## config.mk

```make
export PLATFORM = sky130hd
export DESIGN_NAME = ebus_xfer_ctl
export DESIGN_NICKNAME = d
export VERILOG_FILES = /design/src/rtl/ebus_xfer_ctl.sv
export SDC_FILE = /design/constraint.sdc
export NUM_CORES = 1
export LEC_CHECK = 0
export CAP_MARGIN = 5
export CORE_AREA = 2 2 166 168
export CTS_BUF_LIST = sky130_fd_sc_hd__clkbuf_4
export DETAILED_ROUTE_END_ITERATION = 16
export DIE_AREA = 0 0 168 170
export SLEW_MARGIN = 0
export SYNTH_ARGS = -nofsm -noshare
export SYNTH_HDL_FRONTEND = slang
export SYNTH_SLANG_ARGS = --single-unit
```

## constraint.sdc

```tcl
create_clock -name clk -period 3.77 [get_ports clk]
set_clock_uncertainty 0.1 [all_clocks]
set_input_delay 0.377 -clock clk [delete_from_list [all_inputs] [get_ports clk]]
set_output_delay 0.377 -clock clk [all_outputs]
set_load 0.02 [all_outputs]
```

## src/rtl/ebus_xfer_ctl.sv

```systemverilog
// ebus_xfer_ctl: EBOX-side EBUS transfer sequencer and N-way data mux.
//   Runs one CONO/CONI/DATAO/DATAI/PI cycle per accepted start through the
//   DEMAND -> HOLD -> RELEASE handshake, with a per-state timeout. It ORs
//   NDRV device drivers (plus its own write data) onto busData and flags
//   multi-driver conflicts.
// Optional feature: define EBUS_PARITY_EN to generate odd parity on busParity.
// Ports:
//   clk, reset             clock, synchronous active-high reset
//   start, func, cs,       request pulse and its function / controller select /
//   wrData                 write data, latched when start is accepted
//   drvData, drvDriving    per-device data words and driving flags
//   busXfer                device transfer-done
//   busData, busParity     muxed EBUS data (combinational) and its parity
//   busCs, busFunc,        EBUS controller select, function and demand
//   busDemand
//   rdData                 data captured in HOLD for read functions
//   busy, done             transaction in progress / one-cycle completion
//   timeout, conflict      sticky abort and multi-driver flags
module ebus_xfer_ctl #(
  parameter int unsigned NDRV    = 8,
  parameter int unsigned DATAW   = 36,
  parameter int unsigned CSW     = 7,
  parameter int unsigned TIMEOUT = 63
) (
  input  logic                  clk,
  input  logic                  reset,
  input  logic                  start,
  input  logic [2:0]            func,
  input  logic [CSW-1:0]        cs,
  input  logic [DATAW-1:0]      wrData,
  input  logic [NDRV*DATAW-1:0] drvData,
  input  logic [NDRV-1:0]       drvDriving,
  input  logic                  busXfer,
  output logic [DATAW-1:0]      busData,
  output logic [CSW-1:0]        busCs,
  output logic [2:0]            busFunc,
  output logic                  busDemand,
  output logic                  busParity,
  output logic [DATAW-1:0]      rdData,
  output logic                  busy,
  output logic                  done,
  output logic                  timeout,
  output logic                  conflict
);

  localparam int unsigned CNTW = 8;
  localparam int unsigned POPW = $clog2(NDRV + 2);

  localparam logic [2:0] FUNC_CONO  = 3'b000;
  localparam logic [2:0] FUNC_DATAO = 3'b010;

  typedef enum logic [1:0] {
    S_IDLE,
    S_DEMAND,
    S_HOLD,
    S_RELEASE
  } state_e;

  state_e            state_q, state_d;
  logic [2:0]        func_q, func_d;
  logic [CSW-1:0]    cs_q, cs_d;
  logic [DATAW-1:0]  wr_q, wr_d;
  logic [CNTW-1:0]   cnt_q, cnt_d;
  logic [DATAW-1:0]  rd_q, rd_d;
  logic              timeout_q, timeout_d;
  logic              conflict_q, conflict_d;
  logic              done_q, done_d;
  logic              demand_q, demand_d;
  logic              busy_q, busy_d;
  logic [CSW-1:0]    bus_cs_q, bus_cs_d;
  logic [2:0]        bus_func_q, bus_func_d;

  logic              is_write_c;
  logic              self_drive_c;
  logic [DATAW-1:0]  bus_data_c;
  logic [POPW-1:0]   pop_c;
  logic [CNTW-1:0]   cnt_inc_c;

  assign is_write_c   = (func_q == FUNC_CONO) || (func_q == FUNC_DATAO);
  // The controller drives its write data exactly while demand is asserted.
  assign self_drive_c = demand_q && is_write_c;
  assign cnt_inc_c    = cnt_q + CNTW'(1);

  // Wired-OR data mux and driver population count.
  always_comb begin
    bus_data_c = '0;
    pop_c      = '0;
    for (int i = 0; i < int'(NDRV); i++) begin
      if (drvDriving[i]) begin
        bus_data_c = bus_data_c | drvData[i*DATAW +: DATAW];
      end
      pop_c = pop_c + POPW'(drvDriving[i]);
    end
    if (self_drive_c) begin
      bus_data_c = bus_data_c | wr_q;
    end
    pop_c = pop_c + POPW'(self_drive_c);
  end

  // Next-state and registered-output logic.
  always_comb begin
    state_d    = state_q;
    func_d     = func_q;
    cs_d       = cs_q;
    wr_d       = wr_q;
    cnt_d      = cnt_q;
    rd_d       = rd_q;
    timeout_d  = timeout_q;
    conflict_d = conflict_q || ((state_q != S_IDLE) && (pop_c > POPW'(1)));
    done_d     = 1'b0;

    case (state_q)
      S_IDLE: begin
        if (start) begin
          func_d     = func;
          cs_d       = cs;
          wr_d       = wrData;
          timeout_d  = 1'b0;
          conflict_d = 1'b0;
          cnt_d      = '0;
          state_d    = S_DEMAND;
        end
      end
      S_DEMAND: begin
        if (busXfer) begin
          state_d = S_HOLD;
        end else begin
          cnt_d = cnt_inc_c;
          if (cnt_inc_c == CNTW'(TIMEOUT)) begin
            timeout_d = 1'b1;
            cnt_d     = '0;
            state_d   = S_RELEASE;
          end
        end
      end
      S_HOLD: begin
        if (!is_write_c) begin
          rd_d = bus_data_c;
        end
        cnt_d   = '0;
        state_d = S_RELEASE;
      end
      S_RELEASE: begin
        if (!busXfer) begin
          done_d  = 1'b1;
          state_d = S_IDLE;
        end else begin
          cnt_d = cnt_inc_c;
          if (cnt_inc_c == CNTW'(TIMEOUT)) begin
            timeout_d = 1'b1;
            done_d    = 1'b1;
            cnt_d     = '0;
            state_d   = S_IDLE;
          end
        end
      end
      default: begin
        state_d = S_IDLE;
      end
    endcase

    demand_d   = (state_d == S_DEMAND) || (state_d == S_HOLD);
    busy_d     = (state_d != S_IDLE);
    bus_cs_d   = demand_d ? cs_d : '0;
    bus_func_d = demand_d ? func_d : '0;
  end

  // State and output registers.
  always_ff @(posedge clk) begin
    if (reset) begin
      state_q    <= S_IDLE;
      func_q     <= '0;
      cs_q       <= '0;
      wr_q       <= '0;
      cnt_q      <= '0;
      rd_q       <= '0;
      timeout_q  <= 1'b0;
      conflict_q <= 1'b0;
      done_q     <= 1'b0;
      demand_q   <= 1'b0;
      busy_q     <= 1'b0;
      bus_cs_q   <= '0;
      bus_func_q <= '0;
    end else begin
      state_q    <= state_d;
      func_q     <= func_d;
      cs_q       <= cs_d;
      wr_q       <= wr_d;
      cnt_q      <= cnt_d;
      rd_q       <= rd_d;
      timeout_q  <= timeout_d;
      conflict_q <= conflict_d;
      done_q     <= done_d;
      demand_q   <= demand_d;
      busy_q     <= busy_d;
      bus_cs_q   <= bus_cs_d;
      bus_func_q <= bus_func_d;
    end
  end

  assign busData   = bus_data_c;
  assign busCs     = bus_cs_q;
  assign busFunc   = bus_func_q;
  assign busDemand = demand_q;
  assign rdData    = rd_q;
  assign busy      = busy_q;
  assign done      = done_q;
  assign timeout   = timeout_q;
  assign conflict  = conflict_q;

`ifdef EBUS_PARITY_EN
  // Odd parity: XOR of busData and busParity is 1.
  assign busParity = ~^bus_data_c;
`else
  assign busParity = 1'b0;
`endif

endmodule

```

# Yosys cells after proc, flatten, opt, wreduce, memory -nomap -nowiden
# Index checks and enable logic that the tools add are counted.
[totals]
ff_bits = 107
input_bits = 346
out_inout_bits = 88
elab_cells = 93
[op_classes]
add_sub_neg = 9
n_lt_le_gt_ge = 1
n_eq_ne = 10
mux = 33
bitwise = 11
reduce_logical = 16
[ops]
columns = ["cell", "n"]
rows = [
  ["2-to-1 mux 36 bit", 9],
  ["bitwise OR 36 bit", 8],
  ["2-to-1 mux 8 bit", 4],
  ["one-hot mux 8 bit (4 select lines)", 1],
  ["adder 4 x 1 -> 4 bit", 5],
  ["2-to-1 mux 7 bit", 2],
  ["2-to-1 mux 2 bit", 5],
  ["adder 8 x 1 -> 8 bit, second input constant", 1],
  ["== test 8 x 6 -> 1 bit, second input constant", 1],
  ["2-to-1 mux 1 bit", 8],
  ["one-hot mux 2 bit (4 select lines)", 1],
  ["== test 2 bit, second input constant", 3],
  ["2-to-1 mux 3 bit", 2],
  ["inequality test 2 bit, second input constant", 3],
  ["adder 3 x 1 -> 4 bit", 1],
  ["== test 2 x 1 -> 1 bit, second input constant", 2],
  ["greater-than comparator 4 x 1 -> 1 bit, second input constant", 1],
  ["AND reduction 2 bit", 2],
  ["AND reduction 4 bit", 1],
  ["nonzero test 2 bit", 2],
  ["OR reduction 2 bit", 2],
  ["adder 2 x 1 -> 3 bit", 1],
  ["== test 3 x 2 -> 1 bit, second input constant", 1],
  ["zero test 3 bit", 1],
  ["8 further kinds", 13],
]

# Logic depth before layout (Yosys ltp)
# Gate-level depths: netlist (run 1).
[depth]
word_depth = 17
mapped_depth = 14

# Worst setup path after synthesis (run 1)
# OpenSTA, ideal clock, no wires.
[synth_path]
kind = "reg2reg"
startpoint = "register demand_q, in the netlist busDemand"
endpoint = "register conflict_q, in the netlist conflict"
setup_ns = 0.131
arrival_time_ns = 3.210
path_slack_ns = 0.329
stages_incl_launch_ff = 15
path_buffers = 1
synth_period_minus_slack_ns = 3.441
cell_sequence = "dfxtp_1 > nor3b_2 > buf_2 > fa_1 > inv_1 > fa_1 > inv_1 > fa_1 > inv_1 > fa_1 > a211oi_1 > mux2_2 > a21oi_1 > nor2_1 > nor3_1"
[synth_via]
elab_chain_cells = 7
[synth_lines]
columns = ["element", "line_no", "rtl"]
rows = [
  ["start: declaration", "68", "logic demand_q, demand_d;"],
  ["start signal: assignment", "194", "demand_q <= demand_d;"],
  ["logical AND 1 bit (*)", "81", "assign self_drive_c = demand_q && is_write_c;"],
  ["adder 4 x 1 -> 4 bit (*)", "97", "pop_c = pop_c + POPW'(self_drive_c);"],
  ["greater-than comparator 4 x 1 -> 1 bit (*)", "109", "conflict_d = conflict_q || ((state_q != S_IDLE) && (pop_c > POPW'(1)));"],
  ["logical AND 1 bit (*)", "109", ""],
  ["logical OR 1 bit (*)", "109", ""],
  ["2-to-1 mux 1 bit", "114", "if (start) begin"],
  ["2-to-1 mux 1 bit (*)", "112", "case (state_q)"],
  ["end signal: assignment", "192", "conflict_q <= conflict_d;"],
  ["end: declaration", "66", "logic conflict_q, conflict_d;"],
]
# Every way passes the cells marked *; elsewhere a longest branch is shown, timed or not.
# A chain may end at the register's enable or synchronous reset.

# Worst setup path in the final report (run 1)
[layout_path]
startpoint = "register func_q[0]"
endpoint = "register conflict_q, in the netlist conflict"
[layout_via]
elab_chain_cells = 9
word_cells_on_any_way = 10
classes_between = "1 x add/sub; 1 x order compare; 1 x eq/ne; 2 x mux; 5 x reduce/logical"
[layout_lines]
columns = ["element", "line_no", "rtl"]
rows = [
  ["start: declaration", "60", "logic [2:0] func_q, func_d;"],
  ["start signal: assignment", "186", "func_q <= func_d;"],
  ["== test 3 x 2 -> 1 bit / zero test 3 bit (equally long branches)", "79", "assign is_write_c = (func_q == FUNC_CONO) || (func_q == FUNC_DATAO);"],
  ["logical OR 1 bit (*)", "79", ""],
  ["logical AND 1 bit (*)", "81", ""],
  ["adder 4 x 1 -> 4 bit (*)", "97", ""],
  ["greater-than comparator 4 x 1 -> 1 bit (*)", "109", ""],
  ["logical AND 1 bit (*)", "109", ""],
  ["logical OR 1 bit (*)", "109", ""],
  ["2-to-1 mux 1 bit", "114", ""],
  ["2-to-1 mux 1 bit (*)", "112", ""],
]
# Marks and branches as above.

==> results of run 1 <==
-- layout make-up --
class,count,area [um2],share of cell area (%)
diodes,5,12.5,0.119
clock buffers,10,75.1,0.713
clock inverters,6,81.3,0.773
inverters,10,37.5,0.357
multi-input cells,521,3320,31.5
flip-flops and latches,107,2140,20.4
well taps,341,427,4.05
repair buffers,450,4430,42.1
-- per-layer routing --
metal	track usage, %	wire length [um]	vias up
met1	26.1	13300	3429
met2	35.9	15300	294
li1	-	-	3405
met3	5.79	2470	31
met5	0	11	-
met4	5.37	543	2
-- cell usage after synthesis (2+ instances only) --
cell	n
sky130_fd_sc_hd__dfxtp_1	107
sky130_fd_sc_hd__and2_1	12
sky130_fd_sc_hd__a22o_1	36
sky130_fd_sc_hd__a311oi_1	2
sky130_fd_sc_hd__a22oi_1	72
sky130_fd_sc_hd__buf_2	17
sky130_fd_sc_hd__nand2_1	136
sky130_fd_sc_hd__buf_4	2
sky130_fd_sc_hd__inv_1	9
sky130_fd_sc_hd__buf_1	6
sky130_fd_sc_hd__mux2i_1	36
sky130_fd_sc_hd__a221oi_1	36
sky130_fd_sc_hd__a211oi_1	2
sky130_fd_sc_hd__nor3_1	2
sky130_fd_sc_hd__a31oi_1	5
sky130_fd_sc_hd__o21ai_0	3
sky130_fd_sc_hd__nand2b_1	4
sky130_fd_sc_hd__fa_1	5
sky130_fd_sc_hd__clkbuf_1	37
sky130_fd_sc_hd__a21oi_1	54
sky130_fd_sc_hd__ha_1	5
sky130_fd_sc_hd__nor2_1	45
sky130_fd_sc_hd__buf_6	4
sky130_fd_sc_hd__nand4_1	43
-- cell families (layout without fill, tap and decap cells) --
| family | Yosys count | after routing | synth area share [%] |
|---|---|---|---|
| and+or+nand+nor | 254 | 254 | 20.1 |
| AOI/OAI and AO/OA | 217 | 217 | 27.3 |
| DFF | 107 | 107 | 37.0 |
| buffers and inverters | 76 | 476 | 5.94 |
| muxes | 37 | 37 | 6.41 |
| adders and majority gates | 10 | 10 | 2.81 |
| xor gates and xnor gates | 2 | 2 | 0.432 |
| other | 1 | 6 | 0.0647 |
-- where the power goes --
| group | total (mW) | leakage [nW] | internal (mW) | switching [mW] |
|---|---|---|---|---|
| sequential | 1.23 | 0.871 | 1.19 | 0.0339 |
| clock | 0.656 | 0.0848 | 0.224 | 0.432 |
| combinational | 1.02 | 2.77 | 0.552 | 0.469 |
| total | 2.90 | 3.73 | 1.97 | 0.935 |
-- metrics by stage --
step | utilization [%] | instance area [um2] | hold WS, ns | worst slack, ns
finish | 39.5 | 10500 | 0.293 | 0.606
global route | 39.5 | 10500 | 0.244 | 0.361
CTS | 39.4 | 10500 | 0.239 | 0.528
detailed placement | 38.9 | 10400 | 0.347 | 0.156
global placement | 38.9 | 10400 | 0.343 | 0.183
floorplan | - | 5790 | 0.334 | 0.329
-- worst max path at each step --
stage	to	slack, ns	cells after the start
after detailed placement	conflict	0.16	14
after CTS	busData[13]	0.53	5
after global routing	conflict	0.36	13
final	conflict	0.61	13
after global placement	conflict	0.18	14
after floorplan	conflict	0.33	14
-- state kept, by name, summed over array words and instances (netlist names) --
signal     cells
done           1
busy           1
busCs          7
busDemand      1
cnt_q          8
func_q         3
wr_q          36
timeout        1
busFunc        3
rdData        36
cs_q           7
conflict       1
state_q        2
-- critical path, stage by stage, from the launching register on --
cell	delay, ns
sky130_fd_sc_hd__dfxtp_1	0.39
sky130_fd_sc_hd__nor3b_4	0.27
sky130_fd_sc_hd__fa_1	0.45
sky130_fd_sc_hd__inv_1	0.07
sky130_fd_sc_hd__fa_1	0.40
sky130_fd_sc_hd__inv_1	0.07
sky130_fd_sc_hd__fa_1	0.19
sky130_fd_sc_hd__inv_1	0.07
sky130_fd_sc_hd__fa_1	0.43
sky130_fd_sc_hd__a211oi_1	0.20
sky130_fd_sc_hd__mux2_2	0.17
sky130_fd_sc_hd__a21oi_1	0.06
sky130_fd_sc_hd__nor2_1	0.09
sky130_fd_sc_hd__nor3_1	0.05
==> parameters.txt, run 1 <==
Parameter                              Value

Status
  Status    finished, final reports clean

Floorplan
  Std-Cell Core Area    around 27000 um2
  Rows    60
  Die extent in x    between 150 and 200 um
  Number of top-level pins    434
  Initial standard-cell utilization of the core    21.7%
  Total Die Area    roughly 29000 um2
  Die span in y    about 170 um

Logic synthesis
  Cells after Synth    between 700 and 800
  Most used flip-flop cell after synthesis    sky130_fd_sc_hd__dfxtp_1
  Synth Register Bits    ~110
  Top cell type's share of synthesized area    between 30% and 40%
  Library cell with the largest summed area after synthesis    sky130_fd_sc_hd__dfxtp_1
  Top cells by area, synth    sky130_fd_sc_hd__dfxtp_1 (37%), sky130_fd_sc_hd__a22oi_1 (9.3%), sky130_fd_sc_hd__nand2_1 (8.8%)
  Post-synth net total    approximately 1100
  Number of flops mapped to enable cells by yosys    0
  YS warnings    0
  Count of unique library cells instantiated by Yosys    48
  Netlist area before placement    5790 um2
  Fraction of registers with async set or reset after synthesis    0%
  Post-synthesis sequential area ratio    between 30% and 40%
  Per-instance average area after synthesis    about 8.2 um2

Routing
  Residual DRC count    0
  Drt wl/cell    approximately 22 um
  Detailed-routing iteration count for the pre-antenna-repair pass    5
  Total via count after detailed routing    slightly above 7000
  Number of nets with antenna violations after detailed routing    0
  Via-per-instance ratio    a little under 5
  Initial DRC count    around 420
  Final Routed Wirelength    roughly 32 mm

Clock tree
  Post CTS Setup Buffer Count    0
  Cts hold-fix bufs    0
  Clk Latency, worst-skew pair    0.49 ns
  Clock Tree Buf Depth    2
  TritonCTS clock tree    yes
  H-tree depth    3
  Post-cts gate resize count    0
  Clock-pin slew of the registers on the worst-case setup and hold paths    about 0.21 ns
  Root Buffer Master    sky130_fd_sc_hd__clkbuf_4
  Number of buffers added by the clock tree synthesis step    9
  Total number of clock tree sinks    ~110

Min path
  WHS Path Cells    3
  Endpoint of the worst hold path    wr_q[7]
  Critical hold path startpoint    wrData[7]
  Hold/Removal Path Class    primary input to flop

Timing
  Final-report setup violation count    0
  Final clock period utilization by the worst path    83.9%
  Pins Over Slew Limit    0
  Sum of negative setup slack    0 ns
  Min Clock Period, post-route    3.16 ns
  Slew at the pin closest to its max-slew limit    approximately 1.1 ns
  Total count of hold-check failures in the final report    0
  Setup repair after global routing missed its margin    false
  Max frequency    approximately 320 MHz
  Max-slew headroom    26.8%

Final layout
  Share of final-layout standard cells stronger than drive strength 1    under 10%
  Most common cell after layout, fill and taps aside    sky130_fd_sc_hd__clkdlybuf4s50_1
  Fill cells    2764
  Fin cells    about 1500
  Commonest cells after routing, fill and taps aside    sky130_fd_sc_hd__clkdlybuf4s50_1 (423), sky130_fd_sc_hd__nand2_1 (135), sky130_fd_sc_hd__dfxtp_1 (107), sky130_fd_sc_hd__a22oi_1 (72), sky130_fd_sc_hd__a21oi_1 (54)
  Area Growth Syn to Fin    81.6%
  Fin nets    1455

Worst setup path
  Count of cells along the worst register-to-register path    13
  CP Class    flop to flop
  Crit path from    func_q[0]
  Worst Path Max Fanout    3
  Worst r2r dst    conflict
  Critical register-to-register path startpoint    func_q[0]
  Signal arrival time at the worst endpoint    about 3.4 ns
  Register-to-register setup slack    0.61 ns
  Data required time of the worst path    4.01 ns
  Critical Path Source Type    flop
  Capturing element type of the critical path    flop

Power and ir drop
  Maximum resistive drop on vdd    0.000157 V
  Pwr Total    between 2 and 3 mW
  Power density over cell area    276 nW/um2
  Static leakage    between 3 and 4 nW

Place
  Count of placed standard cells including taps    between 1000 and 1500
  Routability-driven placement congestion ratio    ~0.87
  Post-DP HPWL    roughly 23 mm
  I/O Buffers    between 400 and 500

Global routing
  Via count of the first global-routing pass    ~7100
  Global-route wire length before repair    roughly 45 mm
  Total congestion overflow after global routing    0
  Combined global-route utilization of all metal layers    21.0%
  Maximum number of pins on one net before global-route repair    74
  Antenna violations before repair    8

Job
  Maximum capacitance violations    0
(Power assumes the default switching activity.)
==> run 2: changes to the inputs <==
clock period = 3.2 ns   (was 3.77 ns; I/O delays follow)
==> parameters.txt, run 2 (synthesis gave the netlist of run 1 again) <==
Parameter                              Value

Final layout
  Commonest cells after routing, fill and taps aside    sky130_fd_sc_hd__clkdlybuf4s50_1 (423), sky130_fd_sc_hd__nand2_1 (135), sky130_fd_sc_hd__dfxtp_1 (105), sky130_fd_sc_hd__a22oi_1 (72), sky130_fd_sc_hd__a21oi_1 (53)
  Most common cell after layout, fill and taps aside    sky130_fd_sc_hd__clkdlybuf4s50_1
  Share of final-layout standard cells stronger than drive strength 1    between 6 and 7%
  Sequential standard cell area    around 2100 um2
  Fin nets    between 1000 and 1500
  Area of the multi-input gates    approximately 3300 um2
  Post-route cell area    10600 um2
  Area Growth Syn to Fin    82.8%
  Fill cells    between 2000 and 3000

Global routing
  Combined global-route utilization of all metal layers    around a fifth
  Via count of the first global-routing pass    between 7000 and 8000
  Maximum number of pins on one net before global-route repair    61
  Total congestion overflow after global routing    0
  Antenna violations before repair    4
  Global-route wire length before repair    approximately 44 mm

Worst setup path
  Critical register-to-register path startpoint    func_q[0]
  Worst path max stage delay    0.46 ns
  Worst r2r dst    conflict
  CP Class    flop to flop
  Data required time of the worst path    about 3.5 ns
  Critical Path Source Type    flop
  Capturing element type of the critical path    flop
  Signal arrival time at the worst endpoint    3.36 ns
  Count of cells along the worst register-to-register path    13
  Worst Path Max Fanout    3
  Register-to-register setup slack    approximately 0.12 ns
  Cell with the largest stage delay on the worst path    sky130_fd_sc_hd__fa_1
  Cells along the critical path    nor3b_4, fa_1, inv_1, fa_1, inv_1, fa_2, inv_2, fa_2, a211oi_2, mux2_4, a21oi_2, nor2_1, nor3_1

Timing
  Total count of hold-check failures in the final report    0
  Setup repair after global routing missed its margin    false
  Pins Over Slew Limit    0
  Sum of negative setup slack    0 ns
  Final setup slack of the worst path    approximately 0.12 ns
  Final clock period utilization by the worst path    96.3%
  Min Clock Period, post-route    around 3.1 ns
  Max-slew headroom    between 40 and 50%
  Slew at the pin closest to its max-slew limit    roughly 0.76 ns
  Final-report setup violation count    0
  Hold_ws    between 0.2 and 0.25 ns
  Max frequency    around 320 MHz

Floorplan
  Die span in y    ~170 um
  Number of top-level pins    ~430
  Total Die Area    approximately 29000 um2
  Rows    60
  Std-Cell Core Area    about 27000 um2
  Initial standard-cell utilization of the core    21.7%
  Die extent in x    approximately 170 um

Power and ir drop
  Combinational Power Share    between 30% and 40%
  Clock network fraction of total power    between 20% and 30%
  Pwr Total    ~3.5 mW
  Net switching power of the design    between 1 and 1.5 mW
  Static leakage    between 3 and 4 nW
  Power share of the sequential group    about two fifths
  Maximum resistive drop on vdd    about 0.00021 V
  Power density over cell area    approximately 330 nW/um2
  Pint    ~2.3 mW
  Sw frac    32.6%

Routing
  Amount of wire on met3 after detailed routing    about 2.6 mm
  Detailed-routing iteration count for the pre-antenna-repair pass    5
  Initial DRC count    between 400 and 500
  Total via count after detailed routing    7195
  Met2 Routed Length    between 15 and 20 mm
  Drt wl/cell    roughly 22 um
  Topmost layer with routed signal wires    met5
  Length of routed wiring on met1    12.5 mm
  Number of nets with antenna violations after detailed routing    0
  Final Routed Wirelength    31.2 mm
  Via-per-instance ratio    roughly 5.0
  Residual DRC count    0

Clock tree
  Clock Tree Buf Depth    2
  TritonCTS clock tree    yes
  Number of buffers added by the clock tree synthesis step    9
  Clock-pin slew of the registers on the worst-case setup and hold paths    between 0.15 and 0.2 ns
  H-tree depth    3
  Clk Latency, worst-skew pair    0.50 ns
  Root Buffer Master    sky130_fd_sc_hd__clkbuf_4
  Total number of clock tree sinks    between 100 and 150

Place
  Cell area after placement    between 10000 and 15000 um2
  Routability-driven placement congestion ratio    0.862
  I/O Buffers    432
  Post-placement setup slack    -0.283 ns
  Post-DP HPWL    23.6 mm

Min path
  Critical hold path startpoint    reset
  Hold/Removal Path Class    primary input to flop
  Endpoint of the worst hold path    rdData[0]
  WHS Path Cells    2

Status
  Status    finished, final reports clean

Job
  Maximum capacitance violations    0
-- run 2: cell types whose count changed in the layout (fill, tap and decap cells not counted), moves of 2 or more --
cell                       change
sky130_fd_sc_hd__dfxtp_2       +2
sky130_fd_sc_hd__buf_12        +3
sky130_fd_sc_hd__fa_2          +2
sky130_fd_sc_hd__fa_1          -2
sky130_fd_sc_hd__buf_4         -2
sky130_fd_sc_hd__clkinv_2      +2
sky130_fd_sc_hd__dfxtp_1       -2
-- run 2: final cells by class --
cell class,count,area share (%)
Tap cell,341,4.03
Clock inverter,7,0.803
Timing Repair Buffer,452,42.3
Antenna cell,4,0.0945
Inverter,10,0.354
Multi-Input combinational cell,521,31.5
Clock buffer,9,0.638
Sequential cell,107,20.2
-- run 2: per-stage QoR --
step	cells	util [%]
floorplan	704	-
global placement	1431	39.1
detailed placement	1431	39.1
CTS	1447	39.7
global route	1450	39.7
finish	1451	39.8
-- run 2: how the worst max path moves through the flow --
stage	from	to	depth (start not counted)
2_1_floorplan	drvDriving[3]	conflict	13
3_3_place_gp	drvDriving[3]	conflict	14
5_1_grt	func_q[0]	conflict	13
4_1_cts	func_q[0]	busData[12]	5
3_5_place_dp	drvDriving[3]	conflict	14
6_report	func_q[0]	conflict	13
-- run 2: power groups by stage --
stage | clock, mW | sequential [mW] | combinational, mW
floorplan | 0 | 1.49 | 0.497
global placement | 0 | 1.47 | 1.23
detailed placement | 0 | 1.47 | 1.24
CTS | 0.818 | 1.45 | 1.25
global route | 0.856 | 1.45 | 1.33
finish | 0.773 | 1.45 | 1.24
-- run 2: per-layer routing --
| layer | up-vias | global-route usage (%) |
|---|---|---|
| met5 | - | 0 |
| met4 | 2 | 6.28 |
| met3 | 47 | 5.47 |
| met2 | 351 | 36.3 |
| met1 | 3383 | 24.5 |
| li1 | 3412 | - |
-- run 2: worst max-delay path: cells and delay by family (launching register included) --
kind / cells / cell delay [ns]
compound gates: 2 / 0.24
flops: 1 / 0.39
simple gates: 3 / 0.43
buf+inv: 3 / 0.21
fa+ha+maj: 4 / 1.41
mux: 1 / 0.18
-- run 2: timing repair --
action                                 in CTS  in global routing
hold buffers                                0                  0
gates resized for setup                     0                  2
setup endpoints to repair                   0                  1
buffers inserted                            0                  0
endpoints found under the hold margin       0                  0
==> run 3: changes to the inputs <==
CTS_BUF_LIST = sky130_fd_sc_hd__clkbuf_8 sky130_fd_sc_hd__clkbuf_16   (was sky130_fd_sc_hd__clkbuf_4)
==> parameters.txt, run 3 (synthesis gave the netlist of run 1 again) <==
Parameter                              Value

Clock tree
  Root Buffer Master    sky130_fd_sc_hd__clkbuf_16
  Clk Latency, worst-skew pair    between 0.3 and 0.4 ns
  H-tree depth    3
  Post CTS Setup Buffer Count    0
  Clock-pin slew of the registers on the worst-case setup and hold paths    0.08 ns
  TritonCTS clock tree    yes
  Clock Tree Buf Depth    2
  Number of buffers added by the clock tree synthesis step    9
  Cts hold-fix bufs    0
  Post-cts gate resize count    0
  Total number of clock tree sinks    approximately 110

Final layout
  Area Growth Syn to Fin    85.4%
  Commonest cells after routing, fill and taps aside    sky130_fd_sc_hd__clkdlybuf4s50_1 (423), sky130_fd_sc_hd__nand2_1 (135), sky130_fd_sc_hd__dfxtp_1 (106), sky130_fd_sc_hd__a22oi_1 (72), sky130_fd_sc_hd__a21oi_1 (53)
  Share of final-layout standard cells stronger than drive strength 1    slightly below 6%
  Most common cell after layout, fill and taps aside    sky130_fd_sc_hd__clkdlybuf4s50_1
  Final cell utilization of the core    between 40 and 50%
  Fin nets    between 1000 and 1500

Worst setup path
  Crit path from    drvDriving[3]
  Critical Path Source Type    primary input
  Register-to-register setup slack    0.14 ns
  Endpoint of the most critical setup path    conflict
  Worst Path Max Fanout    2
  Capturing element type of the critical path    flop
  Count of cells along the worst register-to-register path    13
  CP Class    primary input to flop
  Signal arrival time at the worst endpoint    about 3.3 ns
  Worst r2r dst    conflict
  Critical register-to-register path startpoint    func_q[0]
  Data required time of the worst path    between 3 and 4 ns

Timing
  Slew at the pin closest to its max-slew limit    between 0.7 and 0.8 ns
  Final setup slack of the worst path    0.0969 ns
  Total count of hold-check failures in the final report    0
  Min Clock Period, post-route    between 3 and 4 ns
  Setup repair after global routing missed its margin    false
  Sum of negative setup slack    0 ns
  Final clock period utilization by the worst path    a little over nine tenths
  Max frequency    322 MHz
  Max-slew headroom    around half
  Hold_ws    about 0.36 ns
  Final-report setup violation count    0
  Pins Over Slew Limit    0

Routing
  Detailed-routing iteration count for the pre-antenna-repair pass    5
  Via-per-instance ratio    4.99
  Residual DRC count    0
  Number of nets with antenna violations after detailed routing    0
  Final Routed Wirelength    slightly above 30 mm
  Total via count after detailed routing    about 7200
  Initial DRC count    424
  Drt wl/cell    between 20 and 25 um

Place
  Routability-driven placement congestion ratio    0.862
  Post-DP HPWL    23.6 mm
  Post-placement setup slack    -0.283 ns
  I/O Buffers    ~430

Status
  Status    finished, final reports clean

Min path
  Hold/Removal Path Class    flop to flop

Power and ir drop
  Static leakage    approximately 3.8 nW
  Power density over cell area    360 nW/um2
  Maximum resistive drop on vdd    about 0.00019 V
  Pwr Total    between 3 and 4 mW

Global routing
  Total congestion overflow after global routing    0
  Met2 demand-to-capacity share in global routing    a little over a third
  Global-route wire length before repair    around 44 mm
  GR peak layer    met2
  Antenna violations before repair    3
  Maximum number of pins on one net before global-route repair    61
  Global routing usage on met3    5.60%
  Via count of the first global-routing pass    between 7000 and 8000
  Met1 GRT Util    24.5%
  Combined global-route utilization of all metal layers    around a fifth

Floorplan
  Initial standard-cell utilization of the core    21.7%
  Std-Cell Core Area    26700 um2
  Rows    60
  Number of top-level pins    434
  Die extent in x    approximately 170 um
  Total Die Area    roughly 29000 um2
  Die span in y    roughly 170 um

Job
  Maximum capacitance violations    0
[run 3: cell types whose count changed in the layout (fill, tap and decap cells not counted)]
cell / before / now
sky130_fd_sc_hd__dfxtp_2: 2 / 1
sky130_fd_sc_hd__dfxtp_1: 105 / 106
sky130_fd_sc_hd__buf_4: 16 / 17
sky130_fd_sc_hd__clkbuf_16: 0 / 9
sky130_fd_sc_hd__clkbuf_4: 9 / 0
sky130_fd_sc_hd__diode_2: 4 / 3
sky130_fd_sc_hd__buf_6: 1 / 0
[run 3: worst min-delay path by stage]
stage | start | depth (start not counted) | endpoint
6_report | wr_q[20] | 2 | wr_q[20]
5_1_grt | wr_q[0] | 2 | wr_q[0]
4_1_cts | wr_q[24] | 2 | wr_q[24]
3_5_place_dp | wr_q[24] | 2 | wr_q[24]
3_3_place_gp | func_q[1] | 2 | func_q[1]
2_1_floorplan | cs_q[0] | 2 | cs_q[0]
[run 3: through the flow]
| stage | std cells | instance area [um2] |
|---|---|---|
| after floorplan | 704 | 5830 |
| after global placement | 1431 | 10400 |
| after detailed placement | 1431 | 10400 |
| after CTS | 1447 | 10700 |
| after global routing | 1449 | 10700 |
| final | 1450 | 10700 |
[run 3: cell type report]
type	instances	area, um2
Antenna cell	3	7.51
Clock buffer	9	225
Clock inverter	7	85.1
Fill cell	2744	15900
Inverter	10	37.5
Multi-Input combinational cell	521	3340
Sequential cell	107	2140
Tap cell	341	427
Timing Repair Buffer	452	4480
[run 3: critical path, stage by stage]
cell and delay (ns):
sky130_fd_sc_hd__buf_2 0.11, sky130_fd_sc_hd__fa_1 0.52, sky130_fd_sc_hd__fa_1 0.52, sky130_fd_sc_hd__inv_1 0.05, sky130_fd_sc_hd__fa_1 0.48, sky130_fd_sc_hd__inv_1 0.06
sky130_fd_sc_hd__fa_2 0.36, sky130_fd_sc_hd__inv_2 0.06, sky130_fd_sc_hd__fa_2 0.19, sky130_fd_sc_hd__a211oi_2 0.04, sky130_fd_sc_hd__mux2_4 0.26, sky130_fd_sc_hd__a21oi_2 0.13
sky130_fd_sc_hd__nor2_1 0.05, sky130_fd_sc_hd__nor3_1 0.11
[run 3: power by group]
| group | internal, mW | switching, mW | leakage, nW |
|---|---|---|---|
| clock network | 0.624 | 0.560 | 0.155 |
| logic | 0.674 | 0.568 | 2.80 |
| registers | 1.40 | 0.0403 | 0.872 |
[run 3: per-layer routing]
layer | vias to the layer above | wire length, um
met3 | 48 | 2550
met2 | 346 | 15300
met5 | - | 11
met4 | 2 | 662
met1 | 3429 | 12600
li1 | 3413 | -
